<file path="src/rtl/i2c_seq_pkg.sv">
// Shared definitions for the i2c_master_top request sequencer: core register map,
// CR/SR bit meanings, response status codes and the sequencer state encoding.
package i2c_seq_pkg;

    localparam logic [2:0] REG_PRERLO  = 3'd0;
    localparam logic [2:0] REG_PRERHI  = 3'd1;
    localparam logic [2:0] REG_CTR     = 3'd2;
    localparam logic [2:0] REG_TXR_RXR = 3'd3;
    localparam logic [2:0] REG_CR_SR   = 3'd4;

    localparam logic [7:0] CR_STA  = 8'h80;
    localparam logic [7:0] CR_STO  = 8'h40;
    localparam logic [7:0] CR_RD   = 8'h20;
    localparam logic [7:0] CR_WR   = 8'h10;
    localparam logic [7:0] CR_ACK  = 8'h08;
    localparam logic [7:0] CR_IACK = 8'h01;

    localparam logic [7:0] CTR_EN  = 8'h80;
    localparam logic [7:0] CTR_IEN = 8'h40;

    localparam int SR_RXACK = 7;
    localparam int SR_BUSY  = 6;
    localparam int SR_AL    = 5;
    localparam int SR_TIP   = 1;
    localparam int SR_IF    = 0;

    typedef enum logic [1:0] {
        STAT_OK         = 2'd0,
        STAT_NACK       = 2'd1,
        STAT_ARB_LOST   = 2'd2,
        STAT_WB_TIMEOUT = 2'd3
    } status_e;

    typedef enum logic [3:0] {
        ST_INIT_PRLO,
        ST_INIT_PRHI,
        ST_INIT_CTR,
        ST_IDLE,
        ST_TXR,
        ST_CR,
        ST_POLL,
        ST_STOP,
        ST_STOP_POLL,
        ST_RXR,
        ST_RESP
    } state_e;

    // Byte steps: 0 address(W), 1 register index, 2 write data or address(R), 3 read byte.
    function automatic logic [7:0] txr_byte(input logic [1:0] idx, input logic rnw,
                                            input logic [6:0] addr, input logic [7:0] rg,
                                            input logic [7:0] wdata);
        logic [7:0] b;
        case (idx)
            2'd0:    b = {addr, 1'b0};
            2'd1:    b = rg;
            default: b = rnw ? {addr, 1'b1} : wdata;
        endcase
        return b;
    endfunction

    function automatic logic [7:0] cr_byte(input logic [1:0] idx, input logic rnw);
        logic [7:0] b;
        case (idx)
            2'd0:    b = CR_STA | CR_WR;
            2'd1:    b = CR_WR;
            2'd2:    b = rnw ? (CR_STA | CR_WR) : (CR_STO | CR_WR);
            default: b = CR_RD | CR_ACK | CR_STO;
        endcase
        return b;
    endfunction

endpackage

</file>
<file path="src/rtl/i2c_seq_wb_port.sv">
// Single Wishbone access engine: start launches one access, done pulses the cycle after
// ack (or after WB_TO ack-less cycles with timeout set); bus is idle for that done cycle.
module i2c_seq_wb_port #(
    parameter int WB_TO = 16
) (
    input  logic       core_clk,
    input  logic       rst_n,
    input  logic       start,
    input  logic [2:0] adr,
    input  logic [7:0] wdat,
    input  logic       we,
    output logic       done,
    output logic       timeout,
    output logic [7:0] rdata,
    output logic [2:0] wb_adr,
    output logic [7:0] wb_wdat,
    input  logic [7:0] wb_rdat,
    output logic       wb_we,
    output logic       wb_stb,
    output logic       wb_cyc,
    input  logic       wb_ack
);

    localparam logic [15:0] TO_LAST = 16'(WB_TO - 1);

    logic [15:0] wait_cnt;

    always_ff @(posedge core_clk) begin
        if (!rst_n) begin
            done     <= 1'b0;
            timeout  <= 1'b0;
            rdata    <= 8'h00;
            wb_adr   <= 3'd0;
            wb_wdat  <= 8'h00;
            wb_we    <= 1'b0;
            wb_stb   <= 1'b0;
            wb_cyc   <= 1'b0;
            wait_cnt <= 16'd0;
        end else begin
            done    <= 1'b0;
            timeout <= 1'b0;
            if (wb_cyc) begin
                if (wb_ack || wait_cnt == TO_LAST) begin
                    // All five bus signals return to zero so the bus reads idle between accesses.
                    wb_adr  <= 3'd0;
                    wb_wdat <= 8'h00;
                    wb_we   <= 1'b0;
                    wb_stb  <= 1'b0;
                    wb_cyc  <= 1'b0;
                    done    <= 1'b1;
                    timeout <= !wb_ack;
                    if (wb_ack) begin
                        rdata <= wb_rdat;
                    end
                end else begin
                    wait_cnt <= wait_cnt + 16'd1;
                end
            end else if (start) begin
                wb_adr   <= adr;
                wb_wdat  <= wdat;
                wb_we    <= we;
                wb_stb   <= 1'b1;
                wb_cyc   <= 1'b1;
                wait_cnt <= 16'd0;
            end
        end
    end

endmodule

</file>
<file path="src/rtl/i2c_wb_sequencer.sv">
// Request/response front end for i2c_master_top: one register read/write per request, one
// response held until rsp_ready_i; requests arriving while busy are dropped. I2C_SEQ_IRQ_WAIT_EN.
module i2c_wb_sequencer
    import i2c_seq_pkg::*;
#(
    parameter logic [15:0] PRESCALE = 16'h0031,
    parameter int          WB_TO    = 16
) (
    input  logic       wb_clk_i,
    input  logic       wb_rst_n_i,
    input  logic       req_valid_i,
    output logic       req_ready_o,
    input  logic       req_rnw_i,
    input  logic [6:0] req_addr_i,
    input  logic [7:0] req_reg_i,
    input  logic [7:0] req_wdata_i,
    output logic       rsp_valid_o,
    input  logic       rsp_ready_i,
    output logic [7:0] rsp_rdata_o,
    output logic [1:0] rsp_status_o,
    output logic [2:0] wb_adr_o,
    output logic [7:0] wb_dat_o,
    input  logic [7:0] wb_dat_i,
    output logic       wb_we_o,
    output logic       wb_stb_o,
    output logic       wb_cyc_o,
    input  logic       wb_ack_i,
    input  logic       wb_inta_i
);

`ifdef I2C_SEQ_IRQ_WAIT_EN
    localparam logic [7:0] CTR_INIT = CTR_EN | CTR_IEN;
    localparam logic [7:0] CR_EXTRA = CR_IACK;
`else
    localparam logic [7:0] CTR_INIT = CTR_EN;
    localparam logic [7:0] CR_EXTRA = 8'h00;
`endif

    state_e     state;
    logic       pending;
    logic       acc_start;
    logic [2:0] acc_adr;
    logic [7:0] acc_dat;
    logic       acc_we;
    logic       acc_done;
    logic       acc_timeout;
    logic [7:0] acc_rdata;
    logic [2:0] cur_adr;
    logic [7:0] cur_dat;
    logic       cur_we;
    logic       cur_go;
    logic       poll_go;
    logic [1:0] byte_idx;
    logic       lat_rnw;
    logic [6:0] lat_addr;
    logic [7:0] lat_reg;
    logic [7:0] lat_wdata;
    logic       init_phase;
    logic       nack_stops;

`ifdef I2C_SEQ_IRQ_WAIT_EN
    assign poll_go = wb_inta_i;
`else
    // Back-to-back polling: the interrupt line has no influence on when SR is read.
    assign poll_go = wb_inta_i | 1'b1;
`endif

    assign init_phase = (state == ST_INIT_PRLO) || (state == ST_INIT_PRHI) || (state == ST_INIT_CTR);
    // Only address and register bytes need an explicit STOP after a NACK.
    assign nack_stops = (byte_idx < 2'd2) || (lat_rnw && byte_idx == 2'd2);

    always_comb begin
        cur_adr = REG_CR_SR;
        cur_dat = 8'h00;
        cur_we  = 1'b0;
        cur_go  = 1'b0;
        case (state)
            ST_INIT_PRLO: begin cur_adr = REG_PRERLO; cur_dat = PRESCALE[7:0];  cur_we = 1'b1; cur_go = 1'b1; end
            ST_INIT_PRHI: begin cur_adr = REG_PRERHI; cur_dat = PRESCALE[15:8]; cur_we = 1'b1; cur_go = 1'b1; end
            ST_INIT_CTR:  begin cur_adr = REG_CTR;    cur_dat = CTR_INIT;       cur_we = 1'b1; cur_go = 1'b1; end
            ST_TXR: begin
                cur_adr = REG_TXR_RXR;
                cur_dat = txr_byte(byte_idx, lat_rnw, lat_addr, lat_reg, lat_wdata);
                cur_we  = 1'b1;
                cur_go  = 1'b1;
            end
            ST_CR: begin
                cur_dat = cr_byte(byte_idx, lat_rnw) | CR_EXTRA;
                cur_we  = 1'b1;
                cur_go  = 1'b1;
            end
            ST_POLL:      cur_go = poll_go;
            ST_STOP:      begin cur_dat = CR_STO | CR_EXTRA; cur_we = 1'b1; cur_go = 1'b1; end
            ST_STOP_POLL: cur_go = 1'b1;
            ST_RXR:       begin cur_adr = REG_TXR_RXR; cur_go = 1'b1; end
            default:      cur_go = 1'b0;
        endcase
    end

    always_ff @(posedge wb_clk_i) begin
        if (!wb_rst_n_i) begin
            state        <= ST_INIT_PRLO;
            pending      <= 1'b0;
            acc_start    <= 1'b0;
            acc_adr      <= 3'd0;
            acc_dat      <= 8'h00;
            acc_we       <= 1'b0;
            byte_idx     <= 2'd0;
            lat_rnw      <= 1'b0;
            lat_addr     <= 7'd0;
            lat_reg      <= 8'h00;
            lat_wdata    <= 8'h00;
            req_ready_o  <= 1'b0;
            rsp_valid_o  <= 1'b0;
            rsp_rdata_o  <= 8'h00;
            rsp_status_o <= STAT_OK;
        end else begin
            acc_start <= 1'b0;
            case (state)
                ST_IDLE: begin
                    if (req_valid_i && req_ready_o) begin
                        lat_rnw      <= req_rnw_i;
                        lat_addr     <= req_addr_i;
                        lat_reg      <= req_reg_i;
                        lat_wdata    <= req_wdata_i;
                        byte_idx     <= 2'd0;
                        rsp_rdata_o  <= 8'h00;
                        rsp_status_o <= STAT_OK;
                        req_ready_o  <= 1'b0;
                        state        <= ST_TXR;
                    end
                end
                ST_RESP: begin
                    if (rsp_ready_i) begin
                        rsp_valid_o <= 1'b0;
                        req_ready_o <= 1'b1;
                        state       <= ST_IDLE;
                    end
                end
                default: begin
                    if (!pending) begin
                        if (cur_go) begin
                            acc_start <= 1'b1;
                            acc_adr   <= cur_adr;
                            acc_dat   <= cur_dat;
                            acc_we    <= cur_we;
                            pending   <= 1'b1;
                        end
                    end else if (acc_done) begin
                        pending <= 1'b0;
                        if (acc_timeout) begin
                            // A stuck core during init has no requester to report to; start over.
                            if (init_phase) begin
                                state <= ST_INIT_PRLO;
                            end else begin
                                rsp_status_o <= STAT_WB_TIMEOUT;
                                rsp_valid_o  <= 1'b1;
                                state        <= ST_RESP;
                            end
                        end else begin
                            case (state)
                                ST_INIT_PRLO: state <= ST_INIT_PRHI;
                                ST_INIT_PRHI: state <= ST_INIT_CTR;
                                ST_INIT_CTR: begin
                                    req_ready_o <= 1'b1;
                                    state       <= ST_IDLE;
                                end
                                ST_TXR: state <= ST_CR;
                                ST_CR:  state <= ST_POLL;
                                ST_POLL: begin
                                    if (acc_rdata[SR_TIP]) begin
                                        state <= ST_POLL;
                                    end else if (acc_rdata[SR_AL]) begin
                                        rsp_status_o <= STAT_ARB_LOST;
                                        rsp_valid_o  <= 1'b1;
                                        state        <= ST_RESP;
                                    end else if (acc_rdata[SR_RXACK] && nack_stops) begin
                                        state <= ST_STOP;
                                    end else if (byte_idx == 2'd3) begin
                                        state <= ST_RXR;
                                    end else if (byte_idx == 2'd2 && !lat_rnw) begin
                                        rsp_status_o <= acc_rdata[SR_RXACK] ? STAT_NACK : STAT_OK;
                                        rsp_valid_o  <= 1'b1;
                                        state        <= ST_RESP;
                                    end else if (byte_idx == 2'd2) begin
                                        byte_idx <= 2'd3;
                                        state    <= ST_CR;
                                    end else begin
                                        byte_idx <= byte_idx + 2'd1;
                                        state    <= ST_TXR;
                                    end
                                end
                                ST_STOP: state <= ST_STOP_POLL;
                                ST_STOP_POLL: begin
                                    if (!acc_rdata[SR_BUSY]) begin
                                        rsp_status_o <= STAT_NACK;
                                        rsp_valid_o  <= 1'b1;
                                        state        <= ST_RESP;
                                    end
                                end
                                ST_RXR: begin
                                    rsp_rdata_o  <= acc_rdata;
                                    rsp_status_o <= STAT_OK;
                                    rsp_valid_o  <= 1'b1;
                                    state        <= ST_RESP;
                                end
                                default: state <= state;
                            endcase
                        end
                    end
                end
            endcase
        end
    end

    i2c_seq_wb_port #(
        .WB_TO(WB_TO)
    ) u_wb_port (
        .core_clk(wb_clk_i),
        .rst_n   (wb_rst_n_i),
        .start   (acc_start),
        .adr     (acc_adr),
        .wdat    (acc_dat),
        .we      (acc_we),
        .done    (acc_done),
        .timeout (acc_timeout),
        .rdata   (acc_rdata),
        .wb_adr  (wb_adr_o),
        .wb_wdat (wb_dat_o),
        .wb_rdat (wb_dat_i),
        .wb_we   (wb_we_o),
        .wb_stb  (wb_stb_o),
        .wb_cyc  (wb_cyc_o),
        .wb_ack  (wb_ack_i)
    );

endmodule

</file>
<file path="config.mk">
export PLATFORM = sky130hd
export DESIGN_NAME = i2c_wb_sequencer
export DESIGN_NICKNAME = d
export VERILOG_FILES = /design/src/rtl/i2c_seq_pkg.sv /design/src/rtl/i2c_seq_wb_port.sv /design/src/rtl/i2c_wb_sequencer.sv
export SDC_FILE = /design/constraint.sdc
export NUM_CORES = 1
export LEC_CHECK = 0
export BUFFER_PORTS_ARGS = -buffer_cell sky130_fd_sc_hd__buf_2
export CAP_MARGIN = 20
export CORE_UTILIZATION = 52
export DETAILED_ROUTE_END_ITERATION = 12
export MAX_ROUTING_LAYER = met4
export PLACE_DENSITY = 0.83
export SYNTH_ARGS = -nofsm -noshare
export SYNTH_HDL_FRONTEND = slang
export SYNTH_HIERARCHICAL = 1
export SYNTH_SLANG_ARGS = --single-unit
</file>
<file path="constraint.sdc">
create_clock -name wb_clk_i -period 2.14 [get_ports wb_clk_i]
set_clock_uncertainty 0.05 [all_clocks]
set_input_delay 0.642 -clock wb_clk_i [delete_from_list [all_inputs] [get_ports wb_clk_i]]
set_output_delay 0.642 -clock wb_clk_i [all_outputs]
set_load 0.05 [all_outputs]
</file>
Yosys cells after proc, flatten, opt, wreduce, memory -nomap -nowiden
Cells that the tools add are included.
{"block": "classes", "n_reduce_logical": 43, "eq_ne": 38, "bitwise_logic": 5, "n_lt_le_gt_ge": 1, "n_mux": 95, "addsub": 2}
{"operator": "8-bit 2-to-1 mux", "n": 10}
{"operator": "16-bit 2-to-1 mux", "n": 3}
{"operator": "4-bit 2-to-1 mux", "n": 12}
{"operator": "2-bit 2-to-1 mux", "n": 21}
{"operator": "8-bit one-hot mux with 5 select lines", "n": 1}
{"operator": "4-bit one-hot mux with 9 select lines", "n": 1}
{"operator": "1-bit 2-to-1 mux", "n": 33}
{"operator": "11-bit AND reduction", "n": 3}
{"operator": "8-bit one-hot mux with 2 select lines", "n": 2}
{"operator": "5-bit by 3-bit inequality test with 1-bit output, second input constant", "n": 6}
{"operator": "8-bit one-hot mux with 3 select lines", "n": 1}
{"operator": "6-bit AND reduction", "n": 3}
{"operator": "16-bit by 1-bit adder with 16-bit output, second input constant", "n": 1}
{"operator": "16-bit by 4-bit equality test with 1-bit output, second input constant", "n": 1}
{"operator": "4-bit by 3-bit equality test with 1-bit output, second input constant", "n": 4}
{"operator": "4-bit by 3-bit inequality test with 1-bit output, second input constant", "n": 4}
{"operator": "2-bit inequality test, second input constant", "n": 7}
{"operator": "2-bit nonzero test", "n": 7}
{"operator": "4-bit equality test, second input constant", "n": 3}
{"operator": "3-bit one-hot mux with 4 select lines", "n": 1}
{"operator": "12-bit nonzero test", "n": 1}
{"operator": "5-bit nonzero test", "n": 2}
{"operator": "3-bit 2-to-1 mux", "n": 3}
{"operator": "3-bit inequality test, second input constant", "n": 3}
{"operator": "other kinds (26)", "n": 51}
{"block": "totals", "elab_cells": 208, "input_bits": 38, "ff_bits": 96, "output_inout_bits": 26}

Depth between registers and ports, before layout
Gate-level depths: netlist of run 1.
{"block": "logic_depth", "word_depth": 12, "ltp_mapped": 7, "ltp_nobuf": 7}

By module
The synthesis of run 1 kept the hierarchy.
{"mod": "i2c_wb_sequencer", "seq_area_each_um2": 1121.1, "area_each_um2": 3032.9, "instances": 1, "cells_per_inst": 390}
{"mod": "i2c_seq_wb_port", "seq_area_each_um2": 800.8, "area_each_um2": 1831.8, "instances": 1, "cells_per_inst": 208}

Worst setup path before layout of run 1
OpenSTA, ideal clock, no wires.
{"block": "synth_timing", "path_type": "register to register", "start": "register state[2]", "end": "register rsp_rdata_o[0]", "t_arrival_ns": 1.945, "path_slack_ns": 0.005, "setup_time_ns": 0.139, "stages_incl_launch_ff": 7, "n_path_buf": 1, "synth_period_minus_slack_ns": 2.135, "cell_sequence": "dfxtp_1 or2_4 or4_1 a222oi_1 buf_6 nand2b_1 a21oi_2"}
{"block": "synth_between", "elab_chain_cells": 3, "word_cells_on_any_way": 11}
{"item": "from (decl)", "line_no": "i2c_wb_sequencer.sv:39", "source": "state_e state;"}
{"item": "from (signal assigned)", "line_no": "i2c_wb_sequencer.sv:207", "source": "default: state <= state;"}
{"item": "4-bit by 2-bit equality test with 1-bit output (tied with other cells)", "line_no": "i2c_wb_sequencer.sv:119", "source": "case (state)"}
{"item": "2-bit inequality test (no source line) (tied with other cells)"}
{"item": "6-bit AND reduction (no source line)"}
{"item": "to (signal assigned)", "line_no": "i2c_wb_sequencer.sv:202", "source": "rsp_rdata_o <= acc_rdata;"}
{"item": "to (decl)", "line_no": "i2c_wb_sequencer.sv:19", "source": "output logic [7:0] rsp_rdata_o,"}
Parallel ways exist; a longest one is shown, timed or not.
A chain may end at the register's enable or synchronous reset.

Worst setup path after layout of run 1
{"block": "layout_timing", "start": "register u_wb_port.wait_cnt[12]", "end": "register u_wb_port.wait_cnt[14]"}
{"block": "layout_between", "elab_chain_cells": 4, "word_cells_on_any_way": 7}
{"item": "from (decl)", "line_no": "i2c_seq_wb_port.sv:26", "source": "logic [15:0] wait_cnt;"}
{"item": "from (signal assigned)", "line_no": "i2c_seq_wb_port.sv:56", "source": "wait_cnt <= wait_cnt + 16'd1;"}
{"item": "branches (longest 4 deep; another with 16-bit by 1-bit adder with 16-bit output)"}
Parallel ways; which one is timed is not known. The select of a mux whose other input is x is not followed.

==> impl_metrics.json, run 1 <==
{
  "status": "complete, no violations",
  "worstSetupPathType": "reg -> reg",
  "max-cap-violations": 0,
  "final_nets": 715,
  "ys_warn_count": 6,
  "timing.fmax_mhz": 486,
  "drv_slew": 0,
  "layout-drive-gt1-share_pct": 23.4,
  "drt_iter0_drc": 372,
  "worstHoldStart": "acc_dat[1]",
  "path_max_fanout": 5,
  "row_count": 34,
  "cts_hold_buffers": 0,
  "routed-via-count": 4778,
  "gp_congestion": 0.969,
  "cp-end-kind": "flop",
  "regMostFlops": "u_wb_port/wait_cnt",
  "r2r_cells": 4,
  "grt.overflow.total": 0,
  "numCtsBuffers": 9,
  "timing_hold_violations_final": 0,
  "routed_wl_um": 12900,
  "tritoncts": "built",
  "dpl_worst_slack_ns": 0.0671,
  "clk_pin_slew_ns": 0.09,
  "rsz0062_at_grt": "false",
  "ys_dominant_reg_cell": "dfxtp_1",
  "antenna_found_initial": 0,
  "avgViaCountPerCell": 6.09,
  "dpl.hpwl_um": 9380,
  "max_slew_margin_pct": 61.3,
  "combPwrFrac_pct": 7.5,
  "clockBufferDepth": 2,
  "diodes": 0,
  "timing.final.crit_period_ns": 2.06,
  "ys_top_cells_by_area": "dfxtp_1 (40%), nand2_1 (7.6%), a21oi_1 (6.7%)",
  "cp_data_required_time_ns": 2.40,
  "power_frac_seq_pct": 57.1,
  "synth_top_area_share_pct": 39.5,
  "synth_area_leader_cell": "dfxtp_1",
  "synthesis.area_um2": 4860,
  "synthCells": 598,
  "critPathArrivalTime_ns": 2.31,
  "synth_cell_types": 71,
  "yosysSeqAreaShare_pct": 39.5,
  "clock_sinks": 96,
  "final_antenna_net_count": 0,
  "finalSetupViolations": 0,
  "die_y_um": 98.7,
  "irDropWorstVdd_uv": 478,
  "grt_start_max_net_pins": 26,
  "area_growth_pct": 16.9,
  "grt_pass1_vias": 4379,
  "synth_fp_nets": 642,
  "utilization_pct": 64.0,
  "layout_commonest_cell": "nand2_1",
  "grt_pass1_wl_um": 21200,
  "wl_per_cell_um": 16.5,
  "crit_path_start_kind": "flop",
  "core_um2": 8890,
  "fin_ws_ns": 0.0833,
  "p_leak_nw": 2.12,
  "ctsHtreeMaxLevel": 3,
  "switching_share_pct": 26.9,
  "io-pin-count": 64,
  "initial_core_util_pct": 54.7,
  "r2r-end": "u_wb_port/wait_cnt[14]",
  "hold_path_class": "reg -> reg",
  "largest_reg_flops": 16,
  "async_flop_share_pct": 0,
  "power_per_cell_area_nw_per_um2": 563,
  "clkPwrFrac_pct": 35.4,
  "synth.avg_cell_area_um2": 8.13,
  "first_pass_iters": 6,
  "synth_edf_count": 0,
  "r2r_setup_slack_ns": 0.08,
  "route.detailed.drc": 0,
  "worst_slew_pin_slew_ns": 0.574,
  "synth_seq_cells": 96,
  "min_period_over_period_pct": 96.1,
  "tns_ns": 0,
  "reg2reg_from": "u_wb_port/wait_cnt[12]",
  "grtUsageTotal_pct": 27.8,
  "p_int_mw": 2.34,
  "fillers": 798,
  "worstHoldPathCells": 2,
  "clock_latency_ns": 0.37,
  "switchingPower_mw": 0.861,
  "portBuffers": 62,
  "hold_end": "acc_dat[1]",
  "fp.dieW_um": 98.7,
  "die_area_um2": 9750,
  "cts-root-buf": "clkbuf_8",
  "final_cell_mix": "nand2_1 (99), dfxtp_1 (92), a21oi_1 (65)"
}
## Yosys cell counts, types with 5 or more instances
master	count
a222oi_1	6
nand4_1	9
a311oi_1	5
and3_1	5
inv_1	10
nor2b_1	7
a21oi_2	8
nand2_1	99
dfxtp_1	96
clkbuf_1	36
a31oi_1	8
nor3_1	21
nand3_2	8
nand2b_1	15
nor2_1	19
o21ai_0	20
a21oi_1	65
mux2i_1	17
o211ai_1	7
ha_1	6
buf_2	5
nand3_1	25
a211oi_1	6
## power by group through the flow
stage	clock (mW)	sequential (mW)	combinational (mW)
after floorplan	0	1.88	0.128
after global placement	0	1.87	0.232
after detailed placement	0	1.87	0.237
after CTS	1.16	1.83	0.238
after global routing	1.23	1.83	0.262
final	1.13	1.83	0.241
## through the flow
step	cells	power (mW)	instance area, µm²	hold slack (ns)
global placement	766	2.10	5460	0.390
finish	784	3.20	5690	0.410
floorplan	598	2.01	4860	0.373
CTS	784	3.22	5660	0.410
global route	784	3.32	5690	0.433
detailed placement	766	2.10	5460	0.397
## timing repair
item / in CTS / in global routing
buffers inserted: 1 / 0
gates cloned: 1 / 0
pin swaps: 1 / 8
gates resized for setup: 3 / 11
endpoints found under the setup margin: 3 / 10
## cells by family (layout without fill, tap and decap cells)
group	Yosys count	after routing	share of synthesized area (%)
AO/OA/AOI/OAI	170	170	23.1
XOR/XNOR	4	4	0.720
adder cells (fa/ha/maj)	6	6	1.54
buffers and inverters	57	135	4.84
flip-flops	96	96	39.5
multiplexers	18	18	3.73
AND/OR/NAND/NOR	247	247	26.6
## worst max-delay path by stage
| stage | slack [ns] | end | depth (start not counted) | startpoint |
|---|---|---|---|---|
| global route | 0.003 | rsp_rdata_o[0] | 8 | state[2] |
| floorplan | 0.005 | rsp_rdata_o[0] | 6 | state[2] |
| global placement | 0.03 | rsp_rdata_o[7] | 6 | state[1] |
| CTS | 0.05 | rsp_rdata_o[6] | 7 | state[1] |
| detailed placement | 0.07 | rsp_rdata_o[6] | 6 | state[1] |
| finish | 0.08 | u_wb_port/wait_cnt[14] | 4 | u_wb_port/wait_cnt[12] |
## final cells by class
type                       instances  area [µm²]  share of cell area, %
clock buffer                       9         124                   2.18
clock inverter                     7        60.1                   1.06
inverter                          14        52.6                  0.924
sequential                        96        1930                   33.9
tap                              108         135                   2.38
timing repair buffer             105         666                   11.7
multi-input combinational        445        2720                   47.9
## worst max-delay path: stages (launching register included)
cell and delay (ns):
dfxtp_1 0.36, or4_4 0.58, or4_1 0.67, a31oi_1 0.21, nand3b_1 0.12
## per-layer routing
metal | track usage [%] | up-vias | part of all wire (%)
li1 | - | 2326 | -
met1 | 37.3 | 2245 | 46
met2 | 42.4 | 191 | 46
met3 | 4.75 | 16 | 6.5
met4 | 9.99 | 0 | 1.3
met5 | - | - | 0
No activity file was read; power rests on OpenSTA's default activity.
==> run 2, diff against run 1 <==
- PLACE_DENSITY: 0.83 -> 0.77
==> impl_metrics.json, run 2 (synthesized netlist as in run 1, its figures left out) <==
{
  "status": "complete, no violations",
  "core_um2": 8890,
  "numCtsBuffers": 9,
  "initial_core_util_pct": 54.7,
  "route.detailed.drc": 0,
  "row_count": 34,
  "critical_path.endpoint": "rsp_rdata_o[6]",
  "antenna_found_initial": 0,
  "timing.fmax_mhz": 479,
  "grt_pass1_wl_um": 21300,
  "path_delay_family": "simple AND/OR/NAND/NOR gates",
  "drv_slew": 0,
  "cp_data_required_time_ns": 2.36,
  "critPathLaunch": "state[2]",
  "grtUsageTotal_pct": 28.2,
  "grt_start_max_net_pins": 30,
  "finalSetupViolations": 0,
  "grt.overflow.total": 0,
  "cp.depth": 7,
  "worst_slew_pin_slew_ns": 0.515,
  "largest_reg_flops": 16,
  "io-pin-count": 64,
  "utilization_pct": 64.2,
  "slowest_delay_ns": 0.47,
  "timing_hold_violations_final": 0,
  "cp-end-kind": "flop",
  "dpl.hpwl_um": 9410,
  "layout_commonest_cell": "nand2_1",
  "power_per_cell_area_nw_per_um2": 567,
  "gr-max-usage-layer": "met2",
  "path_max_fanout": 8,
  "critPathBufInv": 2,
  "drt_iter0_drc": 358,
  "reg2reg_from": "state[2]",
  "grt.met1_usage_pct": 36.9,
  "r2r_cells": 7,
  "clock_sinks": 96,
  "p_leak_nw": 2.13,
  "grt_pass1_vias": 4417,
  "regMostFlops": "u_wb_port/wait_cnt",
  "fp.dieW_um": 98.7,
  "area_growth_pct": 17.3,
  "gp_congestion": 0.926,
  "critPathArrivalTime_ns": 2.31,
  "timing.final.crit_period_ns": 2.09,
  "max-cap-violations": 0,
  "max_slew_margin_pct": 65.5,
  "worstSetupPathType": "reg -> reg",
  "r2r_setup_slack_ns": 0.05,
  "cts_hold_buffers": 0,
  "place_area_um2": 5470,
  "diodes": 0,
  "ctsHtreeMaxLevel": 3,
  "final_cell_mix": "nand2_1 (99), dfxtp_1 (94), a21oi_1 (65)",
  "use_met3_pct": 4.68,
  "r2r-end": "rsp_rdata_o[6]",
  "layout-drive-gt1-share_pct": 23.5,
  "fin_area_um2": 5710,
  "irDropWorstVdd_uv": 298,
  "die_area_um2": 9750,
  "wl_per_cell_um": 16.6,
  "die_y_um": 98.7,
  "portBuffers": 62,
  "hold_path_class": "reg -> reg",
  "min_period_over_period_pct": 97.7,
  "routed_wl_um": 13000,
  "clk_pin_slew_ns": 0.11,
  "clock_latency_ns": 0.37,
  "crit_path_start_kind": "flop",
  "tritoncts": "built",
  "final_antenna_net_count": 0,
  "cts-root-buf": "clkbuf_8",
  "first_pass_iters": 5,
  "cp_slowest_cell": "or4_1",
  "gr-usage-met2_pct": 42.9,
  "clockBufferDepth": 2,
  "routed-via-count": 4756,
  "avgViaCountPerCell": 6.07,
  "final_nets": 715,
  "path_cells": "or2_4 > or4_1 > a222oi_1 > buf_4 > clkbuf_4 > nand2b_1 > a21oi_2"
}
[run 2: changes by cell type in the layout (fill, tap and decap cells not counted), moves of 2 or more]
cell and delta:
dfxtp_2 -3, ha_1 -3, buf_6 -2, dfxtp_1 +2
ha_2 +2
[run 2: timing repair]
action,4_1_cts,5_1_grt
buffers inserted,0,1
gates cloned,0,1
endpoints found under the setup margin,1,15
pin swaps,2,3
resized for setup,6,7
[run 2: power breakdown]
| part | internal, mW | switching, mW |
|---|---|---|
| logic | 0.0950 | 0.152 |
| registers | 1.81 | 0.0169 |
| clock network | 0.447 | 0.720 |
| total | 2.35 | 0.888 |
[run 2: final cells by class]
cell class	count	area [µm²]
Fill cell	795	3180
Clock inverter	7	65.1
Sequential cell	96	1930
Timing Repair Buffer	105	671
Clock buffer	9	124
Tap cell	108	135
Inverter	14	52.6
Multi-Input combinational cell	445	2730
[run 2: worst min path at each step]
| stage | end | start | slack [ns] | depth (start not counted) |
|---|---|---|---|---|
| after detailed placement | u_wb_port/wb_stb | u_wb_port/wb_stb | 0.40 | 2 |
| after global routing | rsp_rdata_o[3] | u_wb_port/rdata[3] | 0.41 | 2 |
| after floorplan | acc_we | acc_we | 0.37 | 2 |
| after global placement | acc_we | acc_we | 0.39 | 2 |
| final | rsp_rdata_o[3] | u_wb_port/rdata[3] | 0.40 | 2 |
| after CTS | rsp_rdata_o[3] | u_wb_port/rdata[3] | 0.41 | 2 |
[run 2: worst register-to-register path, delay by kind of cell (launching register included)]
family	cells	cell delay [ns]
buffers and inverters	2	0.37
flip-flops	1	0.35
AO/OA/AOI/OAI	2	0.37
AND/OR/NAND/NOR	3	0.86
[run 2: per-stage QoR]
stage | worst slack [ns] | cells | total power [mW] | setup TNS (ns) | hold slack (ns)
after floorplan | 0.00539 | 598 | 2.01 | 0 | 0.373
after global placement | 0.0608 | 766 | 2.10 | 0 | 0.386
after detailed placement | 0.0294 | 766 | 2.11 | 0 | 0.395
after CTS | 0.0170 | 782 | 3.24 | 0 | 0.408
after global routing | -0.00729 | 784 | 3.33 | -0.00729 | 0.415
final | 0.0501 | 784 | 3.24 | 0 | 0.404
[run 2: per-layer routing]
layer	part of all wire [%]	up-vias
li1	-	2321
met2	46	177
met5	0	-
met4	2.5	0
met1	45	2226
met3	6.5	32
==> run 3, diff against run 2 <==
--- a/config.mk
+++ b/config.mk
@@ -9,4 +9,5 @@
 export CAP_MARGIN = 20
 export CORE_UTILIZATION = 52
+export CTS_CLUSTER_SIZE = 30
 export DETAILED_ROUTE_END_ITERATION = 12
 export MAX_ROUTING_LAYER = met4
==> constraint.sdc (replaced) <==
create_clock -name wb_clk_i -period 2.14 [get_ports wb_clk_i]
set_clock_uncertainty 0.05 [all_clocks]
set_input_delay 0.214 -clock wb_clk_i [delete_from_list [all_inputs] [get_ports wb_clk_i]]
set_output_delay 0.214 -clock wb_clk_i [all_outputs]
set_load 0.05 [all_outputs]
==> impl_metrics.json, run 3 (synthesized netlist as in run 1, its figures left out) <==
{
  "dpl.cell_count": 765,
  "regMostFlops": "u_wb_port/wait_cnt",
  "worstSetupPathType": "reg -> reg",
  "row_count": 34,
  "final_antenna_net_count": 0,
  "p_int_mw": 2.45,
  "clk_pin_slew_ns": 0.10,
  "gp_congestion": 0.930,
  "tritoncts": "built",
  "hold_path_class": "in -> reg",
  "fin_cells": 785,
  "irDropWorstVdd_uv": 355,
  "fp.dieW_um": 98.7,
  "path_delay_family": "simple AND/OR/NAND/NOR gates",
  "grtUsageTotal_pct": 28.4,
  "grt.overflow.total": 0,
  "fin_ws_ns": -0.0263,
  "clock_latency_ns": 0.37,
  "timing.final.crit_period_ns": 2.17,
  "die_area_um2": 9750,
  "clock_sinks": 96,
  "fillers": 782,
  "finalSetupViolations": 4,
  "power.total_mw": 3.28,
  "combPwrFrac_pct": 7.3,
  "max_slew_margin_pct": 64.4,
  "cp_slowest_cell": "or4_1",
  "numCtsBuffers": 9,
  "p_leak_nw": 2.13,
  "initial_core_util_pct": 54.7,
  "grt_pass1_wl_um": 21500,
  "final_cell_mix": "nand2_1 (99), dfxtp_1 (92), a21oi_1 (65)",
  "dpl.hpwl_um": 9400,
  "area_growth_pct": 17.0,
  "crit_path_start_kind": "flop",
  "power_per_cell_area_nw_per_um2": 576,
  "status": "complete, but fails checks",
  "first_pass_iters": 5,
  "grt_pass1_vias": 4383,
  "multi_input_comb_area_um2": 2730,
  "io-pin-count": 64,
  "drt_iter0_drc": 465,
  "ctsHtreeMaxLevel": 3,
  "clkPwrFrac_pct": 37.1,
  "core_um2": 8890,
  "clockBufferDepth": 2,
  "path_max_fanout": 8,
  "power_frac_seq_pct": 55.6,
  "tns_ns": -0.0583,
  "cp-end-kind": "flop",
  "violations": "setup timing",
  "routed_wl_um": 13000,
  "layout-drive-gt1-share_pct": 23.6,
  "critPathArrivalTime_ns": 2.36,
  "final-seq-area_um2": 1930,
  "path_cells": "or2_4 > or4_1 > a222oi_1 > buf_4 > nand2b_1 > a21oi_2",
  "switchingPower_mw": 0.831,
  "layout_commonest_cell": "nand2_1",
  "cts_hold_buffers": 0,
  "avgViaCountPerCell": 6.10,
  "drv_slew": 0,
  "antenna_found_initial": 0,
  "diodes": 0,
  "routed-via-count": 4791,
  "cts-root-buf": "clkbuf_8",
  "wl_per_cell_um": 16.6,
  "final_nets": 716,
  "timing_hold_violations_final": 0,
  "largest_reg_flops": 16,
  "critPathBufInv": 1,
  "worst_slew_pin_slew_ns": 0.531,
  "min_period_over_period_pct": 101,
  "slowest_delay_ns": 0.47,
  "cp_data_required_time_ns": 2.34,
  "max-cap-violations": 0,
  "rsz0062_at_grt": "true",
  "portBuffers": 62,
  "route.detailed.drc": 0,
  "grt_start_max_net_pins": 27,
  "die_y_um": 98.7,
  "timing.fmax_mhz": 462,
  "switching_share_pct": 25.4
}
## run 3: power by group through the flow
stage               clock network, mW  registers [mW]  logic (mW)
finish                           1.22            1.82       0.240
detailed placement                  0            1.86       0.235
CTS                              1.24            1.82       0.236
global route                     1.31            1.83       0.261
floorplan                           0            1.88       0.128
global placement                    0            1.86       0.231
## run 3: repair_timing
action | in CTS | in global routing
endpoints found under the setup margin | 0 | 18
gates resized for setup | 0 | 16
setup buffers | 0 | 3
## run 3: worst paths after layout
path	cells after the start	start	slack [ns]	to
setup / recovery	6	state[2]	-0.03	rsp_rdata_o[1]
hold / removal	3	req_wdata_i[2]	0.02	lat_wdata[2]
setup reg to reg	6	state[2]	-0.03	rsp_rdata_o[1]
hold reg to reg	2	acc_we	0.40	acc_we
## run 3: worst reg2reg max path: cells and delay by family (launching register included)
kind            cells  cell delay [ns]
buf+inv             1             0.28
flops               1             0.33
compound gates      2             0.52
simple gates        3             0.87
## run 3: layer usage
metal  up-vias  global-route usage [%]  routed length (µm)
li1       2333                       -                   -
met3        22                    3.97                 807
met1      2249                    38.6                6000
met5         -                       -                   0
met4         0                    9.53                 242
met2       187                    43.5                5950
## run 3: stage by stage
step	cell area, µm²	utilization, %	hold slack (ns)	worst slack [ns]
6_report	5690	64.0	0.0156	-0.0263
5_1_grt	5690	64.0	0.0172	-0.0374
4_1_cts	5620	63.2	0.00769	0.0245
3_5_place_dp	5430	61.0	0.397	0.0339
3_3_place_gp	5430	61.0	0.390	0.0605
2_1_floorplan	4860	-	0.300	0.00539
## run 3: layout make-up
type / count / share of cell area (%)
Sequential cell: 96 / 33.9
Clock buffer: 11 / 2.31
Timing Repair Buffer: 106 / 11.4
Multi-Input combinational cell: 445 / 48.0
Clock inverter: 5 / 1.12
Tap cell: 108 / 2.37
Inverter: 14 / 0.923
